===== src/rtl/xor_and_gate.sv =====
// xor_and_gate: per-bit f = (a ^ b) & c, with OR-reduced flag and a
// saturating count of clock edges on which f was nonzero.
// Optional feature macro: XOR_AND_GATE_REG_OUT_EN
//   defined   -> y registered (1-cycle latency, cleared by rst_n)
//   undefined -> y is f combinationally, independent of rst_n
// hit_cnt behaves identically in both builds.

// One bit slice of the XOR/AND function.
module xor_and_gate_lane (
  input  logic a,
  input  logic b,
  input  logic c,
  output logic f
);
  assign f = (a ^ b) & c;
endmodule

module xor_and_gate #(
  parameter int WIDTH = 1,
  parameter int CNT_W = 8
) (
  input  logic             clk,
  input  logic             rst_n,
  input  logic [WIDTH-1:0] a,
  input  logic [WIDTH-1:0] b,
  input  logic [WIDTH-1:0] c,
  output logic [WIDTH-1:0] y,
  output logic             y_any,
  output logic [CNT_W-1:0] hit_cnt
);

  localparam logic [CNT_W-1:0] CNT_MAX = '1;
  localparam logic [CNT_W-1:0] CNT_ONE = {{(CNT_W-1){1'b0}}, 1'b1};

  logic [WIDTH-1:0] f;
  logic [CNT_W-1:0] hit_cnt_d, hit_cnt_q;

  // Bit slices are independent; one lane instance per bit.
  for (genvar i = 0; i < WIDTH; i++) begin : g_lane
    xor_and_gate_lane u_lane (
      .a (a[i]),
      .b (b[i]),
      .c (c[i]),
      .f (f[i])
    );
  end

  // Count edges with a nonzero result; stick at all-ones instead of wrapping.
  always_comb begin
    hit_cnt_d = hit_cnt_q;
    if ((|f) && (hit_cnt_q != CNT_MAX))
      hit_cnt_d = hit_cnt_q + CNT_ONE;
  end

  // Counter state; synchronous reset dominates a simultaneous hit.
  always_ff @(posedge clk) begin
    if (!rst_n) hit_cnt_q <= '0;
    else        hit_cnt_q <= hit_cnt_d;
  end

  assign hit_cnt = hit_cnt_q;

`ifdef XOR_AND_GATE_REG_OUT_EN
  logic [WIDTH-1:0] y_d, y_q;

  // Next registered result is simply this cycle's f.
  always_comb begin
    y_d = f;
  end

  // Output register; reset discards any in-flight result.
  always_ff @(posedge clk) begin
    if (!rst_n) y_q <= '0;
    else        y_q <= y_d;
  end

  assign y = y_q;
`else
  assign y = f;
`endif

  // Flag follows y with no extra stage.
  assign y_any = |y;

endmodule


===== config.mk =====
export PLATFORM = sky130hd
export DESIGN_NAME = xor_and_gate
export DESIGN_NICKNAME = d
export VERILOG_FILES = /design/src/rtl/xor_and_gate.sv
export SDC_FILE = /design/constraint.sdc
export NUM_CORES = 1
export LEC_CHECK = 0
export CORE_AREA = 5 5 42 44
export DETAILED_ROUTE_END_ITERATION = 6
export DIE_AREA = 0 0 47 49
export HOLD_SLACK_MARGIN = 0.12
export PLACE_DENSITY = 0.59
export SLEW_MARGIN = 0
export SYNTH_ARGS = -nofsm -noshare
export SYNTH_HDL_FRONTEND = slang
export SYNTH_SLANG_ARGS = --single-unit
export TNS_END_PERCENT = 20

===== constraint.sdc =====
create_clock -name clk -period 2.2 [get_ports clk]
set_clock_uncertainty 0.05 [all_clocks]
set_input_delay 0.66 -clock clk [delete_from_list [all_inputs] [get_ports clk]]
set_output_delay 0.66 -clock clk [all_outputs]
set_load 0.005 [all_outputs]

Yosys cells after proc, flatten, opt, wreduce, memory -nomap -nowiden
Index checks and enable logic that the tools add are counted.
{"block": "word_totals", "register_bits": 8, "inputBits": 5}
{"block": "op_classes", "add_sub_neg": 1, "eq_ne": 1, "bitwise_logic": 2, "reduce_logical": 1}
{"cell": "$add A8 B1 Y8 const B", "count": 1}
{"cell": "$ne A8 B8 Y1 const B", "count": 1}
{"cell": "$and A1 B1 Y1", "count": 1}
{"cell": "$logic_and A1 B1 Y1", "count": 1}
{"cell": "$xor A1 B1 Y1", "count": 1}

Logic depth before layout (Yosys ltp)
Gate-level depths: netlist of run 1.
{"block": "depth", "depth_word": 3, "ltp_mapped": 5}

Cells and area by module
Synthesis of run 1 repeated with hierarchy kept, for this count alone.
{"block": "unflattened", "cells_unflattened": 50, "area_unflattened_um2": 426.7}
{"module": "xor_and_gate", "n_inst": 1, "cells_each": 48, "area_per_inst_um2": 411.6}
{"module": "xor_and_gate_lane", "n_inst": 1, "cells_each": 2, "area_per_inst_um2": 15.0}

Least setup slack after synthesis of run 1
OpenSTA, ideal clock, no wires.
{"block": "synth_path", "path_type": "input to output", "startpoint": "input port b", "endpoint": "output port y_any", "arrival_time_ps": 1188, "slack_ps": 302, "path_stages": 3, "n_path_buf": 1, "cell_sequence": "xor2_2 and2_1 buf_4"}
{"block": "synth_via", "elab_chain_len": 2}
{"element": "start: declaration", "line_no": "25", "source": "input logic [WIDTH-1:0] b,"}
{"element": "$xor A1 B1 Y1", "line_no": "15", "source": "assign f = (a ^ b) & c;"}
{"element": "$and A1 B1 Y1", "line_no": "15"}
{"element": "end: declaration", "line_no": "28", "source": "output logic y_any,"}
No other way between the ends.

Worst setup path in the final report of run 1
{"block": "layout_path", "startpoint": "input port c", "endpoint": "output port y"}
{"block": "layout_via", "elab_chain_len": 1}
{"element": "start: declaration", "line_no": "26", "source": "input logic [WIDTH-1:0] c,"}
{"element": "$and A1 B1 Y1", "line_no": "15"}
{"element": "end: declaration", "line_no": "27", "source": "output logic [WIDTH-1:0] y,"}
No other way between the ends.

==> results.yml, run 1 <==
worst_setup_path:
  critPathBufInv: 2
  reg2reg_to: "hit_cnt[5]$_SDFFE_PN0P_"
  timing.reg2reg.setup_slack_ns: 0.63
  r2r_start: "hit_cnt[0]$_SDFFE_PN0P_"
  slowest_delay_ns: 0.47
  crit_type: "primary input to output port"
  crit_family: "buffers and inverters"
  crit_fanout: 3
  r2r_cells: 5
  cp.required_ns: 1.49
  end_kind: "output port"
  cp.arrival_ns: 1.39
  worstSetupStartpointType: "primary input"
  critPathSlowestCell: "clkdlybuf4s50_1"
  path_cells: "clkdlybuf4s50_1, and2_4, buf_2"
placed_design:
  place_congestion: 0.726
  placed_area_um2: 613
  dp_hpwl_um: 797
  numPortBuffers: 14
clocking:
  cts_buffers: 3
  cts_max_level: 1
  cts_buffer_depth: 2
  clock-root-buffer: "clkbuf_4"
  insertion_delay_ns: 0.26
  cts_tree: "built"
  cts_sinks: 8
  path_clk_slew_ns: 0.05
die:
  die_w_um: 47
  start_util_pct: 30.2
  fp.dieH_um: 49
  row_count: 14
  core_area_mm2: 0.00140
  ios: 15
  die_area_mm2: 0.00230
grt:
  overflow: 0
  grt_pass1_vias: 383
  grt.total_usage_pct: 9.73
  grt_max_degree: 9
  antenna_found_initial: 0
  grt_pass1_wl_mm: 1.58
sta:
  final_hold_viol_count: 0
  max-slew-margin-rel_pct: 79.5
  fin_hold_ws_ns: 0.509
  slew_violations: 0
  worstMarginPinSlew_ns: 0.307
  rsz0062_at_grt: "no"
  timing.fmax_ghz: 0.476
  setup_viol: 0
  period_share_pct: 95.5
  fin_tns_setup_ns: 0
  min_period_ns: 2.10
synthesis:
  seq_area_frac_synth_pct: 37.9
  synthXorXnorAreaFrac_pct: 5.92
  yosys.area_share.simple_pct: 29.6
  syn_area_um2: 423
  synth_top_family_by_area: "simple AND/OR/NAND/NOR gates"
  synth_compound_area_share_pct: 15.4
  muxShareOfSynthArea_pct: 4.73
  synthDistinctLibCells: 26
  ys_ff_latch: 8
  synth.net_count: 54
  synth_area_per_cell_um2: 8.81
  syn_inst: 48
  ys_warn_count: 0
  synth_fa_ha_area_share_pct: 2.96
finish:
  area_delta_synth_final_pct: 49.7
  drive_above_1_share_pct: 21.4
  antenna_cells: 0
  largest_reg_flops: 8
  final_cell_area_um2: 633
  fin_util_pct: 45.2
  layout_common_cells: "clkdlybuf4s50_1 (10), dfxtp_1 (8), nor2_1 (6), buf_4 (6), nand2_1 (4)"
  nets: 78
  nFillCells: 146
  final_common_cell: "clkdlybuf4s50_1"
drt:
  vias_per_cell: 4.97
  routed_wl_mm: 1.01
  wire_per_inst_um: 11.7
  initialDrtViolationCount: 5
  postRouteAntennaNets: 0
  drtPass1Iterations: 5
  vias: 427
  drc: 0
flow_run:
  maxCapViolCount: 0
status:
  status: "finished, final reports clean"
worst_hold_path:
  hold_end: "hit_cnt[1]$_SDFFE_PN0P_"
  hold_path_depth: 2
  hold_start: "hit_cnt[1]$_SDFFE_PN0P_"
  hp-class: "register to register"
power_and_ir_drop:
  power_density_mw_per_mm2: 485
  ir_drop_uv: 318
  p_leak_nw: 0.257
  p_total_uw: 307
## worst max path at each step
| stage | startpoint | end | slack (ns) | cells after the start |
|---|---|---|---|---|
| after global placement | b | y_any | -0.54 | 4 |
| after global routing | c | y | 0.07 | 3 |
| after floorplan | b | y_any | 0.30 | 3 |
| after detailed placement | a | y | -0.53 | 4 |
| after CTS | c | y_any | 0.003 | 3 |
| final | c | y | 0.10 | 3 |
## power by group
group | internal, mW | leakage (nW) | switching, mW
logic | 0.0267 | 0.178 | 0.0166
clock network | 0.0624 | 0.0138 | 0.0500
registers | 0.148 | 0.0647 | 0.00323
total | 0.237 | 0.257 | 0.0698
## worst register-to-register path: cells and delay by family, from the launching register on
family,cells,cell delay [ns]
AO/OA/AOI/OAI,1,0.15
adder cells (fa/ha/maj),1,0.24
flip-flops,1,0.33
AND/OR/NAND/NOR,3,0.73
## metrics by stage
step	instances	worst slack [ns]
after detailed placement	82	-0.531
after floorplan	48	0.302
final	86	0.100
after global routing	86	0.0661
after CTS	86	0.00335
after global placement	82	-0.541
## layer usage
layer	track usage [%]	routed length, um
met3	3.32	60
met5	0	0
met2	12.2	443
met4	8.29	27
met1	12.6	476
## Yosys cell counts
master,number,area (um^2)
xor2_1,1,8.76
nand3_2,1,10.0
o2111ai_1,1,8.76
or3_1,1,6.26
o21ai_0,1,5.00
o221a_2,1,11.3
or4_1,1,7.51
o31ai_1,1,7.51
mux2i_1,2,20.0
xor2_2,1,16.3
nand2_1,4,15.0
dfxtp_1,8,160
and3_1,2,12.5
ha_1,1,12.5
nand3_1,2,10.0
inv_1,2,7.51
and2_1,1,6.26
o211ai_1,1,7.51
nand4b_1,1,8.76
buf_4,1,7.51
o211a_1,1,10.0
a21oi_1,3,15.0
nand2b_1,1,6.26
nor3b_1,1,7.51
nor2_1,6,22.5
nand4_1,2,12.5
## area by class of cell
class	count	area, um^2	area share (%)
sequential	8	160	25.3
tap	16	20.0	3.16
timing repair buffer	20	173	27.3
inverter	2	7.51	1.19
multi-input combinational	37	250	39.5
clock buffer	3	22.5	3.56
## kinds of logic (layout without fill, tap and decap cells)
kind of cell	count (synthesis)	after routing
DFF	8	8
AOI/OAI and AO/OA	9	9
adders and majority gates	1	1
xor gates and xnor gates	2	2
muxes	2	2
buffers and inverters	3	25
and+or+nand+nor	23	23
## what timing repair did
action	in CTS	in global routing
resized for setup	9	1
hold endpoints to repair	0	0
endpoints found under the setup margin	2	1
setup buffers	1	0
pin swaps	1	0
hold buffers	0	0
Power figures use the tool's default switching activity.
==> run 2: changes to the inputs <==
--- a/config.mk
+++ b/config.mk
@@ -5,7 +5,9 @@
 export SDC_FILE = /design/constraint.sdc
 export NUM_CORES = 1
 export LEC_CHECK = 0
+export ABC_CLOCK_PERIOD_IN_PS = 2200
 export CORE_AREA = 5 5 42 44
+export CTS_CLUSTER_DIAMETER = 150
 export DETAILED_ROUTE_END_ITERATION = 6
 export DIE_AREA = 0 0 47 49
 export HOLD_SLACK_MARGIN = 0.12
==> results of run 2 <==
The final DEF is identical to that of run 1; final timing and power are the same.
